### config.mk
export PLATFORM = sky130hd
export DESIGN_NAME = scr1_tapc_dr_bank
export DESIGN_NICKNAME = d
export VERILOG_FILES = /design/src/rtl/scr1_tapc_dr_bank.sv
export SDC_FILE = /design/constraint.sdc
export NUM_CORES = 1
export LEC_CHECK = 0
export CORE_MARGIN = 4
export CORE_UTILIZATION = 57
export CTS_BUF_LIST = sky130_fd_sc_hd__clkbuf_2 sky130_fd_sc_hd__clkbuf_4 sky130_fd_sc_hd__clkbuf_8
export DETAILED_ROUTE_END_ITERATION = 8
export GPL_TIMING_DRIVEN = 0
export MAX_ROUTING_LAYER = met4
export PLACE_DENSITY = 0.88
export SETUP_SLACK_MARGIN = 0.5
export SLEW_MARGIN = 0
export SYNTH_ARGS = -nofsm -noshare
export SYNTH_HDL_FRONTEND = slang
export SYNTH_SLANG_ARGS = --single-unit
### constraint.sdc
create_clock -name clk -period 8.1 [get_ports clk]
set_input_delay 2.025 -clock clk [delete_from_list [all_inputs] [get_ports clk]]
set_output_delay 2.025 -clock clk [all_outputs]
set_load 0.1 [all_outputs]
### src/rtl/scr1_tapc_dr_bank.sv
// Bank of JTAG TAP data registers: per-channel capture/shift and update registers,
// with a shift-length tracker that can veto updates after a malformed DR scan.
module scr1_tapc_dr_bank #(
  parameter int                    SCR1_DR_NUM      = 4,
  parameter int                    SCR1_WIDTH       = 32,
  parameter logic [SCR1_WIDTH-1:0] SCR1_RESET_VALUE = '0,
  parameter bit                    SCR1_STRICT_LEN  = 1'b1,
  localparam int                   SEL_W            = (SCR1_DR_NUM > 1) ? $clog2(SCR1_DR_NUM) : 1
) (
  input  logic                              clk,
  input  logic                              rst_n,
  input  logic [SEL_W-1:0]                  dr_sel,
  input  logic                              fsm_dr_capture,
  input  logic                              fsm_dr_shift,
  input  logic                              fsm_dr_update,
  input  logic                              din_serial,
  input  logic [SCR1_DR_NUM*SCR1_WIDTH-1:0] din_parallel,
  output logic                              dout_serial,
  output logic [SCR1_DR_NUM*SCR1_WIDTH-1:0] dout_parallel,
  output logic [SCR1_DR_NUM-1:0]            dout_upd_vld,
  output logic                              dout_upd_err
);

  localparam int W     = SCR1_WIDTH;
  localparam int N     = SCR1_DR_NUM;
  localparam int CNT_W = $clog2(W + 2);

  logic [W-1:0]     shift_reg [N];
  logic [W-1:0]     upd_reg   [N];
  logic [CNT_W-1:0] shift_cnt;
  logic             seq_vld;
  logic [SEL_W-1:0] cap_sel;

  logic [N-1:0]     sel_hit;
  logic             sel_vld;
  logic             len_ok;
  logic             upd_acc;

  // Shift toward the LSB with TDI entering at the MSB; also covers W=1.
  function automatic logic [W-1:0] shift_in(input logic [W-1:0] cur, input logic bit_in);
    logic [W:0] tmp;
    tmp = {bit_in, cur};
    return tmp[W:1];
  endfunction

  // Select decode is widened by one bit so out-of-range codes never alias a channel.
  always_comb begin
    sel_hit = '0;
    for (int k = 0; k < N; k++) begin
      sel_hit[k] = ({1'b0, dr_sel} == (SEL_W+1)'(k));
    end
    sel_vld = |sel_hit;
  end

  always_comb begin
    dout_serial = 1'b0;
    for (int k = 0; k < N; k++) begin
      if (sel_hit[k]) dout_serial = shift_reg[k][0];
    end
  end

  assign len_ok  = seq_vld && (shift_cnt == CNT_W'(W)) && (dr_sel == cap_sel);
  assign upd_acc = !SCR1_STRICT_LEN || len_ok;

  always_ff @(posedge clk) begin
    if (!rst_n) begin
      for (int k = 0; k < N; k++) begin
        shift_reg[k] <= SCR1_RESET_VALUE;
        upd_reg[k]   <= SCR1_RESET_VALUE;
      end
      shift_cnt    <= '0;
      seq_vld      <= 1'b0;
      cap_sel      <= '0;
      dout_upd_vld <= '0;
      dout_upd_err <= 1'b0;
    end else begin
      dout_upd_vld <= '0;
      dout_upd_err <= 1'b0;
      if (sel_vld) begin
        if (fsm_dr_capture) begin
          for (int k = 0; k < N; k++) begin
            if (sel_hit[k]) shift_reg[k] <= din_parallel[k*W +: W];
          end
          cap_sel   <= dr_sel;
          shift_cnt <= '0;
          seq_vld   <= 1'b1;
        end else if (fsm_dr_shift) begin
          for (int k = 0; k < N; k++) begin
            if (sel_hit[k]) shift_reg[k] <= shift_in(shift_reg[k], din_serial);
          end
          if (dr_sel != cap_sel) seq_vld <= 1'b0;
          // Saturating at W+1 keeps over-length scans distinguishable from exact ones.
          if (shift_cnt != CNT_W'(W + 1)) shift_cnt <= shift_cnt + CNT_W'(1);
        end else if (fsm_dr_update) begin
          if (upd_acc) begin
            for (int k = 0; k < N; k++) begin
              if (sel_hit[k]) upd_reg[k] <= shift_reg[k];
            end
            dout_upd_vld <= sel_hit;
          end else begin
            dout_upd_err <= 1'b1;
          end
          seq_vld <= 1'b0;
        end
      end
    end
  end

  for (genvar gk = 0; gk < N; gk++) begin : g_dout
    assign dout_parallel[gk*W +: W] = upd_reg[gk];
  end

endmodule

Word-level counts from Yosys, hierarchy flattened. Memory sizes are Yosys's and may differ from the RTL's. Index checks and enable logic that the tools add are counted.

Memories kept: 2. Register bits: 14. Output and inout port bits: 134. Bits in writable memories: 256. Logic and storage cells: 137. Input bits: 136.

Memory list: shift_reg (words 4, bits a word 32, read ports 4, clocked after Yosys merged registers in 0, write ports 4, RTL line 28) `logic [W-1:0] shift_reg [N];`; upd_reg (words 4, bits a word 32, read ports 4, clocked after Yosys merged registers in 0, write ports 4, RTL line 29) `logic [W-1:0] upd_reg [N];`.

Reductions and logical operators: 12. Bitwise operators: 16. $add $sub $neg: 1. Mux-type cells: 93. Equal/unequal tests: 8.

Operator list (count): 2-to-1 mux 32 bit (12); 2-to-1 mux 1 bit (78); 2-to-1 mux 6 bit (3); OR 1 bit (12); adder 6 x 1 -> 6 bit (second input constant) (1); == test 6 bit (second input constant) (1); != test 6 bit (second input constant) (1); AND reduction 3 bit (2); OR reduction 6 bit (1); OR reduction 5 bit (1); == test 2 bit (second input constant) (2); NOT 1 bit (4); nonzero test 2 bit (2); OR reduction 4 bit (1); != test 3 x 2 -> 1 bit (second input constant) (1); nonzero test 3 bit (1); == test 2 x 1 -> 1 bit (second input constant) (1); == test 2 bit (1); logical AND 1 bit (2); zero test 2 bit (1); != test 2 bit (1); AND reduction 2 bit (1).

Logic depth before layout (Yosys ltp).
Depth in word-level cells: 11. Depth in mapped cells: 7. Gate-level depth less buffers: 5.

Worst setup path after synthesis. No wires, ideal clock.

Path kind: input to register. From: input port fsm_dr_shift. To: memory upd_reg[0][0] in the netlist's numbering (enable). Stages on the path: 5. Setup slack: 2.496 ns. Required time: 7.630 ns. Arrival time: 5.134 ns. Library setup time: 0.470 ns. Path buffers: 2. Path through: buf_2 nor2_1 nand2_1 clkbuf_1 o31ai_1.

RTL lines: start: declaration (RTL line 14) `input logic fsm_dr_shift,`; end: declaration (RTL line 29).

Worst setup path after layout.
From: input port dr_sel[0]. To: output port dout_serial.

Word-level cells in the longest chain between the ends: 5. Elaborated cells between the ends (all ways): 8. Classes of those cells: 3 x eq/ne; 4 x mux; 1 x reduce/logical.

Ends and longest elaborated chain: start: declaration (RTL line 12) `input logic [SEL_W-1:0] dr_sel,`; zero test 2 bit (RTL line 50) `sel_hit[k] = ({1'b0, dr_sel} == (SEL_W+1)'(k));`; 2-to-1 mux 1 bit (3 in a row) (RTL line 58) `if (sel_hit[k]) dout_serial = shift_reg[k][0];`; 2-to-1 mux 1 bit (*) (RTL line 58); end: declaration (RTL line 18) `output logic dout_serial,`.

Every way passes the cells marked *; elsewhere a longest branch is shown, timed or not.

==> reports/qor.yml <==
synthesis:
  syn-num-nets: 1033
  synth_compound_gate_area_share_pct: 10.6
  yosys.area_share.simple_pct: 18.3
  avgSynthCellArea_sq_um: 13.7
  async_flop_share_pct: 0
  synthMuxAreaShare_pct: 0.509
  ys_warn_count: 0
  syn_area_sq_mm: 0.0123
  ys_ff_latch: 270
  synth_top_family_by_area: "simple AND/OR/NAND/NOR gates"
  ys_seq_area_share_pct: 64.9
  synth_edf_count: 256
  synth_xor_area_share_pct: 0.285
  synth_flop_cell: "edfxtp_1"
  synthAdderAreaFrac_pct: 0.306
  synth_cell_type_count: 45
  synth_cells: 894
timing:
  timing.fmax_mhz: 156
  period_minus_slack_ps: 6400
  hold_viol_final: 0
  slew_headroom_pct: 26.5
  hold_slack_ps: 501
  timing.setup.tns_ps: 0
  finalClockSkew_ps: 30.0
  worstMarginPinSlew_ps: 1100
  fin_ws_ps: 1700
  finalSetupViolations: 0
  rsz0062_at_grt: "false"
  slew_violations: 0
  min_period_over_period_pct: 79.0
placed_design:
  gp_congestion: 0.879
  dp_hpwl_um: 24700
  place_ws_ps: 1700
  portBuffers: 268
clock_tree:
  cts-root-buf: "clkbuf_8"
  cts_buffer_depth: 3
  tritoncts: "yes"
  insertion_delay_ps: 560
  cts_sinks: 270
  htree_num_levels: 2
  numCtsBuffers: 43
  cts_setup_buffers: 0
  clk_pin_slew_ps: 60
  holdBufCountCts: 0
  cts_resized: 0
setup_path:
  crit_fanout: 10
  worstPathRequired_ps: 6080
  critPathKind: "in2out"
  startpoint_type: "input pin"
  endpoint_kind: "output port"
  arrival_ps: 4380
global_routing:
  grt.total_usage_pct: 28.9
  grt_pass1_vias: 9291
  grt_max_degree: 30
  grt_pass1_wl_um: 51900
  antenna_found_initial: 3
  gr-total-overflow: 0
die:
  die-area_sq_mm: 0.0240
  die_h_um: 155
  core_sq_mm: 0.0211
  initial_core_util_pct: 58.2
  die_w_um: 155
  io_pins: 270
  num_rows: 53
routing:
  drt-total-wl_um: 34600
  drt_iter0_markers: 840
  drcViolationCount: 0
  viasPerCell: 6.11
  firstDrtPassIters: 6
  wire_per_inst_um: 22.7
  antenna_left: 0
  dr_total_vias: 9313
finish:
  drive_gt1_share_pct: 19.7
  nNetsFinal: 1354
  area_growth_pct: 34.0
power_and_ir_drop:
  leakagePower_nw: 5.35
  ir_drop_v: 0.000152
  clock_power_share_pct: 34.3
  total_power_w: 0.00340
  comb_power_share_pct: 17.0
  power-per-cell-area_mw_per_mm2: 207
  p_switching_w: 0.000990
  internal-power_w: 0.00241
  p_seq_share_pct: 48.7
  swShare_pct: 29.1
hold_path:
  worstHoldPathType: "reg2reg"
status:
  outcome: "finished, final reports clean"
flow_run:
  cap_viol_max_count: 0
placed cells by master (no fill, tap or decap), drive strengths merged, types with 2 or more instances in the layout:
cell type      netlist  routed
xor2                 2       2
clkdlybuf4s50        0     268
inv                 20      21
nand2b               2       2
nor2b                4       4
nor3                16      16
nor4               115     115
nor2                13      13
mux2i                4       4
edfxtp             256     256
buf                 53      61
o31ai                4       4
ha                   3       3
nand3               34      34
xnor2                2       2
diode                0       3
o2111ai              2       2
a22o                97      97
clkbuf              42     108
o21ai               38      38
clkinv               0       8
nand2              122     122
dfxtp               14      14
a21oi               34      34
critical path, stage by stage:
cell,delay [ps]
clkdlybuf4s50_1,590
buf_4,220
mux4_2,500
clkdlybuf4s50_1,1020
through the flow:
stage               area [sq um]  utilization [%]  instances
global route               16500             78.0       1524
CTS                        16500             78.0       1521
floorplan                  12300                -        894
detailed placement         15600             74.0       1445
global placement           15300             72.6       1437
finish                     16500             78.0       1524
cells in the mapped netlist, types with 2 or more instances:
cell	number	area, sq um
dfxtp_1	14	280
mux2i_1	4	40.0
a22o_1	97	850
inv_1	19	71.3
xnor2_1	2	17.5
nor4_2	100	1250
buf_6	4	45.0
a21oi_1	34	170
nor2b_1	4	25.0
clkbuf_1	42	158
o31ai_1	4	30.0
ha_1	3	37.5
buf_2	34	170
nand3_1	34	170
o21ai_0	38	190
nor4_1	14	87.6
nand2_1	122	458
buf_1	4	15.0
buf_8	10	150
nand2b_1	2	12.5
xor2_1	2	17.5
o2111ai_1	2	17.5
nor3_1	16	80.1
nor2_1	13	48.8
edfxtp_1	256	7690
logic make-up (layout without fill, tap and decap cells):
kind of cell,after synthesis,after routing
xor gates and xnor gates,4,4
DFF,270,270
buffers and inverters,115,467
and+or+nand+nor,316,316
AOI/OAI and AO/OA,181,181
other,0,3
adders and majority gates,3,3
muxes,5,5
power by group through the flow:
stage	registers [W]	clock network, W	logic (W)
2_1_floorplan	0.00192	0	0.000123
3_3_place_gp	0.00169	0	0.000548
3_5_place_dp	0.00168	0	0.000574
4_1_cts	0.00166	0.00117	0.000578
5_1_grt	0.00166	0.00124	0.000597
6_report	0.00166	0.00117	0.000578
path summary, 6_finish.rpt:
path	depth (start not counted)	slack, ps	startpoint	to
hold / removal	2	500	shift_cnt[5]	shift_cnt[5]
setup / recovery	4	1700	dr_sel[0]	dout_serial
setup reg to reg	6	5430	shift_cnt[2]	upd_reg[1][8]
hold reg to reg	2	500	shift_cnt[5]	shift_cnt[5]
layer usage:
layer	GRT usage [%]	wire (um)	vias up
met1	36.6	13000	4558
li1	-	-	4115
met3	6.38	3290	77
met2	46.6	17100	563
met4	10.2	1170	0
met5	-	0	-
layout make-up:
type,instances,area [sq um]
flip-flops and latches,270,7970
plain buffers,95,546
diodes,3,7.51
well taps,275,344
clock buffers,66,802
clock inverters,10,52.6
fillers,1286,4630
repair buffers,276,2870
multi-input cells,509,3790
inverters,20,75.1
Note: power is estimated with default switching activity, not from simulation.
